==> src/rtl/rll_key_loader_pkg.sv <==
// Shared types and constants for the RLL key loader.
// Contents:
//   key_ld_state_t  - loader FSM state encoding
//   CRC8_POLY       - CRC-8 polynomial x^8 + x^2 + x + 1
//   CRC8_INIT       - CRC-8 initial register value
//   KEY_W_DEFAULT   - default key width (number of keyIn_0_* inputs)
package rll_key_loader_pkg;

  typedef enum logic [2:0] {
    StIdle,
    StShift,
    StCrc,
    StCheck,
    StError
  } key_ld_state_t;

  localparam logic [7:0] CRC8_POLY = 8'h07;
  localparam logic [7:0] CRC8_INIT = 8'h00;

  localparam int unsigned KEY_W_DEFAULT = 32;

endpackage

==> src/rtl/rll_key_crc8.sv <==
// Serial CRC-8 register (poly 0x07, MSB first, no reflection, no final XOR).
// Ports:
//   clk, rst - clock, asynchronous active-high reset
//   clr      - synchronous clear back to CRC8_INIT (wins over en)
//   en       - fold bit_in into the CRC this cycle
//   bit_in   - serial data bit
//   crc      - current CRC register value
module rll_key_crc8
  import rll_key_loader_pkg::*;
(
  input  logic       clk,
  input  logic       rst,
  input  logic       clr,
  input  logic       en,
  input  logic       bit_in,
  output logic [7:0] crc
);

  logic fb;
  assign fb = crc[7] ^ bit_in;

  always_ff @(posedge clk or posedge rst) begin
    if (rst) begin
      crc <= CRC8_INIT;
    end else if (clr) begin
      crc <= CRC8_INIT;
    end else if (en) begin
      crc <= {crc[6:0], 1'b0} ^ (fb ? CRC8_POLY : 8'h00);
    end
  end

endmodule

==> src/rtl/rll_key_loader.sv <==
// Bit-serial key loader feeding the parallel keyIn_0_* bus of an RLL-locked netlist.
// A key is shifted in MSB first over a valid/ready handshake and is only committed to
// key_out once verified; failed or aborted loads keep the previous key on the bus.
// Optional CRC-8 check of a trailing CRC byte is compiled in with RLL_KEY_LOADER_CRC_EN.
// Ports:
//   clk, rst    - clock, asynchronous active-high reset
//   load_start  - start a new load (also restarts a load in progress)
//   sdi         - serial data bit, MSB first
//   sdi_valid   - sdi holds a valid bit
//   sdi_ready   - loader accepts a bit this cycle (registered)
//   key_out     - committed key, bit i drives keyIn_0_i (registered)
//   key_valid   - key_out holds a committed, checked key (registered)
//   load_err    - last load failed its CRC check (registered, 0 without CRC)
//   busy        - load in progress: SHIFT, CRC or CHECK (registered)
module rll_key_loader
  import rll_key_loader_pkg::*;
#(
  parameter int unsigned KEY_W = KEY_W_DEFAULT
) (
  input  logic             clk,
  input  logic             rst,
  input  logic             load_start,
  input  logic             sdi,
  input  logic             sdi_valid,
  output logic             sdi_ready,
  output logic [KEY_W-1:0] key_out,
  output logic             key_valid,
  output logic             load_err,
  output logic             busy
);

  localparam int unsigned CntW = $clog2(KEY_W) + 1;
  localparam logic [CntW-1:0] LastBit = CntW'(KEY_W - 1);

  key_ld_state_t    state_q;
  logic [KEY_W-1:0] shift_q;
  logic [CntW-1:0]  cnt_q;
  logic             accept;

  // sdi_ready is itself a register, so it is high exactly in SHIFT and CRC.
  assign accept = sdi_valid && sdi_ready;

`ifdef RLL_KEY_LOADER_CRC_EN
  logic [7:0] rx_crc_q;
  logic [2:0] crc_cnt_q;
  logic [7:0] crc_calc;
  logic       crc_clr;
  logic       crc_en;

  // Every load_start that (re)starts a load clears the computed CRC.
  assign crc_clr = load_start && (state_q != StCheck);
  assign crc_en  = accept && !load_start && (state_q == StShift);

  rll_key_crc8 u_crc8 (
    .clk    (clk),
    .rst    (rst),
    .clr    (crc_clr),
    .en     (crc_en),
    .bit_in (sdi),
    .crc    (crc_calc)
  );
`endif

  always_ff @(posedge clk or posedge rst) begin
    if (rst) begin
      state_q   <= StIdle;
      shift_q   <= '0;
      cnt_q     <= '0;
      key_out   <= '0;
      key_valid <= 1'b0;
      load_err  <= 1'b0;
      sdi_ready <= 1'b0;
      busy      <= 1'b0;
`ifdef RLL_KEY_LOADER_CRC_EN
      rx_crc_q  <= '0;
      crc_cnt_q <= '0;
`endif
    end else begin
      unique case (state_q)
        StIdle, StError: begin
          if (load_start) begin
            state_q   <= StShift;
            shift_q   <= '0;
            cnt_q     <= '0;
            load_err  <= 1'b0;
            key_valid <= 1'b0;
            sdi_ready <= 1'b1;
            busy      <= 1'b1;
`ifdef RLL_KEY_LOADER_CRC_EN
            rx_crc_q  <= '0;
            crc_cnt_q <= '0;
`endif
          end
        end

        StShift: begin
          if (load_start) begin
            // Restart: the bit presented alongside load_start is dropped.
            shift_q <= '0;
            cnt_q   <= '0;
          end else if (accept) begin
            shift_q <= {shift_q[KEY_W-2:0], sdi};
            if (cnt_q == LastBit) begin
`ifdef RLL_KEY_LOADER_CRC_EN
              state_q   <= StCrc;
              crc_cnt_q <= '0;
`else
              state_q   <= StCheck;
              sdi_ready <= 1'b0;
`endif
            end else begin
              cnt_q <= cnt_q + CntW'(1);
            end
          end
        end

`ifdef RLL_KEY_LOADER_CRC_EN
        StCrc: begin
          if (load_start) begin
            state_q   <= StShift;
            shift_q   <= '0;
            cnt_q     <= '0;
            rx_crc_q  <= '0;
            crc_cnt_q <= '0;
          end else if (accept) begin
            rx_crc_q <= {rx_crc_q[6:0], sdi};
            if (crc_cnt_q == 3'd7) begin
              state_q   <= StCheck;
              sdi_ready <= 1'b0;
            end else begin
              crc_cnt_q <= crc_cnt_q + 3'd1;
            end
          end
        end
`endif

        StCheck: begin
          busy <= 1'b0;
`ifdef RLL_KEY_LOADER_CRC_EN
          if (crc_calc == rx_crc_q) begin
            key_out   <= shift_q;
            key_valid <= 1'b1;
            state_q   <= StIdle;
          end else begin
            load_err  <= 1'b1;
            state_q   <= StError;
          end
`else
          key_out   <= shift_q;
          key_valid <= 1'b1;
          state_q   <= StIdle;
`endif
        end

        default: begin
          state_q   <= StIdle;
          sdi_ready <= 1'b0;
          busy      <= 1'b0;
        end
      endcase
    end
  end

endmodule

==> config.mk <==
export PLATFORM = sky130hd
export DESIGN_NAME = rll_key_loader
export DESIGN_NICKNAME = d
export VERILOG_FILES = /design/src/rtl/rll_key_loader_pkg.sv /design/src/rtl/rll_key_crc8.sv /design/src/rtl/rll_key_loader.sv
export SDC_FILE = /design/constraint.sdc
export NUM_CORES = 1
export LEC_CHECK = 0
export ABC_CLOCK_PERIOD_IN_PS = 7600
export CAP_MARGIN = 25
export CORE_MARGIN = 8
export CORE_UTILIZATION = 50
export CTS_BUF_LIST = sky130_fd_sc_hd__clkbuf_4 sky130_fd_sc_hd__clkbuf_8
export DETAILED_ROUTE_END_ITERATION = 10
export GPL_ROUTABILITY_DRIVEN = 0
export PLACE_DENSITY = 0.78
export SETUP_SLACK_MARGIN = 0.2
export SKIP_LAST_GASP = 1
export SLEW_MARGIN = 20
export SYNTH_ARGS = -nofsm -noshare
export SYNTH_HDL_FRONTEND = slang
export SYNTH_SLANG_ARGS = --single-unit
==> constraint.sdc <==
create_clock -name clk -period 7.6 [get_ports clk]
set_clock_uncertainty 0.1 [all_clocks]
set_input_delay 2.28 -clock clk [delete_from_list [all_inputs] [get_ports clk]]
set_output_delay 2.28 -clock clk [all_outputs]
set_load 0.005 [all_outputs]
==> metrics.cfg, run 1 <==
[worst_setup_path]
crit_end=cnt_q[5]$_DFFE_PP0P_
critPathCaptureType=flop
worstPathArrival_ps=3980
critPathLaunch=load_start
crit_path_start_kind=input pin
rrSetupSlack_ps=5550
cp.required_ps=7730
r2r_start=state_q[1]$_DFFE_PP0P_
rr_endpoint=key_out[31]$_DFFE_PP0N_
crit_fanout=35
reg2reg_depth=3
crit_type=input pin to flop

[global_route]
grt_max_degree=76
antenna_found_initial=0
track_usage_pct=13.7
grt_pass1_vias=2018
grt_pass1_wl_um=9380
overflow=0

[placement]
dpl.hpwl_um=3630
place_worst_setup_slack_ps=3200
io_buffers=39
dp.cells=369

[route]
wire_per_inst_um=14.6
drc=0
ant_nets=0
viasPerCell=5.30
vias=2039
drt_wl_total_um=5640
drtIter0Drc=118
dr.pass1.iters=4

[clocking]
path_clk_slew_ps=70
clock_latency_ps=350
cts_root_buffer=clkbuf_8
cts_tree=yes
numCtsBuffers=9
clock-sinks=75
htree_levels=3
postCtsSetupBuffers=0
postCtsHoldBufs=0
clockBufferDepth=2
cts_resized=0

[flow_run]
maxCapViolCount=0

[yosys]
syn_area_um2=3010
yosysWarnings=0
ys_seq_area_share_pct=62.3
avgSynthCellArea_um2=11.3
synthArstFlopShare_pct=100
syn_nets=273
yosysUniqueCellTypes=29
synth_edf_count=0
synth_seq_cells=75
syn_inst=267
synth_ff_type=dfrtp_1

[power_and_ir_drop]
p_leak_nw=1.90
powerDensity_nw_per_um2=223
irDropWorstVdd_mv=0.103

[cells_and_area]
area_delta_synth_final_pct=22.5
n_antenna_cell=0
final-instance-count-excl-fill=385
drive_gt1_share_pct=19.0
final_util_pct=62.7
nFillCells=460
nets=311
final_common_cell=dfrtp_1
layout_common_cells=75 x dfrtp_1, 67 x nand2_1, 39 x clkdlybuf4s50_1

[timing]
setup_viol=0
fin_crit_sh_pct=50.6
fin_setup_tns_ps=0
finalHoldViolations=0
max_slew_margin_pct=39.7
setup_slack_ps=3760
fin_crit_ps=3840
drv_slew=0
max_freq_ghz=0.260
rsz0062_at_grt=no
max_slew.worst_pin.slew_ps=905

[floorplan]
chipWidth_um=93.6
initial_core_util_pct=51.2
rows=28
die_area_um2=8760
core-area_um2=5890
die_h_um=93.6
ioPinCount=41

[worst_hold_path]
holdCritPathClass=flop to flop

[run_status]
status=completed

cell type report:
cell class | instances | area [um2] | share of cell area (%)
flip-flops and latches | 75 | 1880 | 50.9
multi-input cells | 170 | 1020 | 27.8
repair buffers | 43 | 420 | 11.4
clock buffers | 12 | 153 | 4.14
clock inverters | 4 | 97.6 | 2.65
well taps | 75 | 93.8 | 2.54
inverters | 6 | 22.5 | 0.611
flip-flops by register name, summed over array words and instances, names as in the netlist:
| register | flops |
|---|---|
| key_out | 32 |
| shift_q | 32 |
| cnt_q | 6 |
| state_q | 2 |
| busy | 1 |
| key_valid | 1 |
| sdi_ready | 1 |
how the worst min path moves through the flow:
stage,start,endpoint,slack (ps),cells past startpoint
after floorplan,shift_q[31]$_DFFE_PP0P_,shift_q[31]$_DFFE_PP0P_,330,2
after global placement,shift_q[31]$_DFFE_PP0P_,shift_q[31]$_DFFE_PP0P_,370,2
after detailed placement,shift_q[31]$_DFFE_PP0P_,shift_q[31]$_DFFE_PP0P_,370,2
after CTS,shift_q[31]$_DFFE_PP0P_,shift_q[31]$_DFFE_PP0P_,390,2
after global routing,shift_q[31]$_DFFE_PP0P_,shift_q[31]$_DFFE_PP0P_,420,2
final,shift_q[31]$_DFFE_PP0P_,shift_q[31]$_DFFE_PP0P_,390,2
routing by layer:
metal	vias to the layer above	global-route usage, %	part of all wire [%]
met5	-	0	0
met2	39	22.2	50
li1	971	-	-
met1	1020	15.8	43
met3	9	4.33	5.6
met4	0	7.40	1.9
cells by family (layout without fill, tap and decap cells):
family | Yosys count | count (layout) | share of synthesized area [%]
and+or+nand+nor | 118 | 118 | 17.7
AOI/OAI and AO/OA | 16 | 16 | 3.20
adders and majority gates | 1 | 1 | 0.415
DFF | 75 | 75 | 62.3
muxes | 34 | 34 | 12.6
other | 1 | 1 | 0.125
buffers and inverters | 22 | 65 | 3.66
report_power, final:
group	internal, mW	total, mW	switching [mW]
combinational	0.0114	0.0375	0.0262
sequential	0.404	0.409	0.00430
clock	0.235	0.376	0.142
total	0.650	0.822	0.172
synth_stat cells, types with 2 or more instances:
cell type | count | area [um2]
a21oi_1 | 7 | 35.0
a31oi_1 | 3 | 18.8
and3_1 | 2 | 12.5
buf_2 | 10 | 50.1
buf_4 | 4 | 30.0
clkbuf_1 | 2 | 7.51
dfrtp_1 | 75 | 1880
inv_1 | 6 | 22.5
mux2_2 | 32 | 360
mux2i_1 | 2 | 20.0
nand2_1 | 67 | 251
nand3_1 | 33 | 165
nor2_1 | 4 | 15.0
nor2_2 | 2 | 12.5
nor4_1 | 2 | 12.5
o21ai_0 | 2 | 10.0
or3_1 | 2 | 12.5
worst max-delay path: stages:
cell and delay, ps:
clkdlybuf4s50_1 590, nand2b_1 350, nor2_2 50, buf_4 250, and3_1 210, a221o_1 250
per-stage QoR:
step / instance area (um2) / power (mW) / hold slack [ps]
detailed placement: 3440 / 0.455 / 374
global placement: 3440 / 0.453 / 375
finish: 3690 / 0.822 / 388
global route: 3690 / 0.855 / 416
floorplan: 3010 / 0.442 / 335
CTS: 3690 / 0.829 / 392
Note: power is estimated with default switching activity, not from simulation.
==> inputs of run 2 (changes only) <==
--- a/config.mk
+++ b/config.mk
@@ -5,14 +5,14 @@
 export SDC_FILE = /design/constraint.sdc
 export NUM_CORES = 1
 export LEC_CHECK = 0
-export ABC_CLOCK_PERIOD_IN_PS = 7600
+export ABC_CLOCK_PERIOD_IN_PS = 3500
 export CAP_MARGIN = 25
 export CORE_MARGIN = 8
 export CORE_UTILIZATION = 50
 export CTS_BUF_LIST = sky130_fd_sc_hd__clkbuf_4 sky130_fd_sc_hd__clkbuf_8
 export DETAILED_ROUTE_END_ITERATION = 10
 export GPL_ROUTABILITY_DRIVEN = 0
-export PLACE_DENSITY = 0.78
+export PLACE_DENSITY = 0.81
 export SETUP_SLACK_MARGIN = 0.2
 export SKIP_LAST_GASP = 1
 export SLEW_MARGIN = 20
==> constraint.sdc (replaced) <==
create_clock -name clk -period 3.5 [get_ports clk]
set_clock_uncertainty 0.1 [all_clocks]
set_input_delay 1.05 -clock clk [delete_from_list [all_inputs] [get_ports clk]]
set_output_delay 1.05 -clock clk [all_outputs]
set_load 0.005 [all_outputs]
==> run 2 against run 1 <==
Against the previous run:
- global-route usage up 0.74 points
- clock-buffer cell count stayed put
- first-iteration DRC count shrank 16%
- cell count rose by 0.78%
- power rose by 110%
- sequential power rose by 120%
==> metrics.cfg, run 2 (synthesis results as in run 1) <==
[run_status]
status=completed

[placement]
io_buffers=39
postPlaceCellArea_um2=3470
dpl.hpwl_um=3590

[power_and_ir_drop]
p_leak_nw=1.91
irDropWorstVdd_mv=0.263
power_mw=1.73
powerDensity_nw_per_um2=466

[timing]
max_freq_ghz=0.391
finalHoldViolations=0
setup_viol=0
fin_crit_ps=2550
fin_setup_tns_ps=0
fin_crit_sh_pct=73.0
max_slew_margin_pct=65.1
max_slew.worst_pin.slew_ps=520
drv_slew=0
rsz0062_at_grt=no

[clocking]
postCtsHoldBufs=0
clock_latency_ps=350
cts_resized=0
clockBufferDepth=2
path_clk_slew_ps=70
numCtsBuffers=9
cts_tree=yes
postCtsSetupBuffers=0
cts_root_buffer=clkbuf_8
clock-sinks=75
htree_levels=3

[cells_and_area]
final_common_cell=dfrtp_1
final_area_um2=3700
area_delta_synth_final_pct=23.0
layout_common_cells=75 x dfrtp_1, 67 x nand2_1, 39 x clkdlybuf4s50_1
multi_input_area_um2=1020
top_regs=key_out (32), shift_q (32), cnt_q (6)
nets=314
nFillCells=441
seqCellArea_um2=1880
n_antenna_cell=0
drive_gt1_share_pct=19.5

[worst_setup_path]
rrSetupSlack_ps=1710
critPathCaptureType=flop
cp.required_ps=3620
crit_fanout=19
worstPathArrival_ps=2670
crit_path_start_kind=input pin
crit_type=input pin to flop

[floorplan]
die_h_um=93.6
chipWidth_um=93.6
initial_core_util_pct=51.2
ioPinCount=41
die_area_um2=8760
core-area_um2=5890
rows=28

[route]
viasPerCell=5.26
drt_wl_total_um=5740
vias=2042
dr.pass1.iters=4
wire_per_inst_um=14.8
drc=0
ant_nets=0
drtIter0Drc=99

[flow_run]
maxCapViolCount=0

[global_route]
track_usage_pct=14.4
grt_pass1_vias=2023
grt_max_degree=76
antenna_found_initial=0
grt_pass1_wl_um=9850
overflow=0

[worst_hold_path]
holdCritPathClass=flop to flop

==> run 2: worst max-delay path, cell delays in order <==
cell and delay (ps):
clkdlybuf4s50_1 550, nand2b_1 320, nor2_2 50, buf_4 210
and3_1 200, a221o_1 290
==> run 2: layout make-up <==
type,count,area share (%)
Clock buffer,12,4.29
Clock inverter,4,1.96
Inverter,6,0.608
Multi-Input combinational cell,170,27.7
Sequential cell,75,50.7
Tap cell,75,2.53
Timing Repair Buffer,46,12.3
==> run 2: final timing paths <==
check	startpoint	endpoint	cells after the start
setup / recovery	load_start	cnt_q[5]$_DFFE_PP0P_	6
hold / removal	shift_q[31]$_DFFE_PP0P_	shift_q[31]$_DFFE_PP0P_	2
setup reg to reg	cnt_q[0]$_DFFE_PP0P_	cnt_q[5]$_DFFE_PP0P_	5
hold reg to reg	shift_q[31]$_DFFE_PP0P_	shift_q[31]$_DFFE_PP0P_	2
max in group asynchronous	rst	shift_q[19]$_DFFE_PP0P_	3
min in group asynchronous	rst	key_out[30]$_DFFE_PP0N_	3
==> run 2: through the flow <==
stage	worst slack [ps]	std cells	util, %	hold slack [ps]
2_1_floorplan	440	267	-	335
3_3_place_gp	708	372	59.0	354
3_5_place_dp	648	372	59.0	353
4_1_cts	966	388	62.9	370
5_1_grt	876	388	62.9	420
6_report	946	388	62.9	369
==> run 2: where the power goes <==
part / internal, mW / total (mW) / switching, mW
clock: 0.447 / 0.753 / 0.306
combinational: 0.0291 / 0.0861 / 0.0570
sequential: 0.878 / 0.888 / 0.00980
==> run 2: metal layers <==
layer | global-route usage [%] | part of all wire [%] | vias to the layer above | wire length (um)
met2 | 22.0 | 47 | 55 | 2700
met1 | 17.6 | 44 | 994 | 2530
met3 | 4.33 | 6.4 | 12 | 370
met5 | 0 | 0 | - | 0
met4 | 8.72 | 2.4 | 0 | 137
li1 | - | - | 981 | -
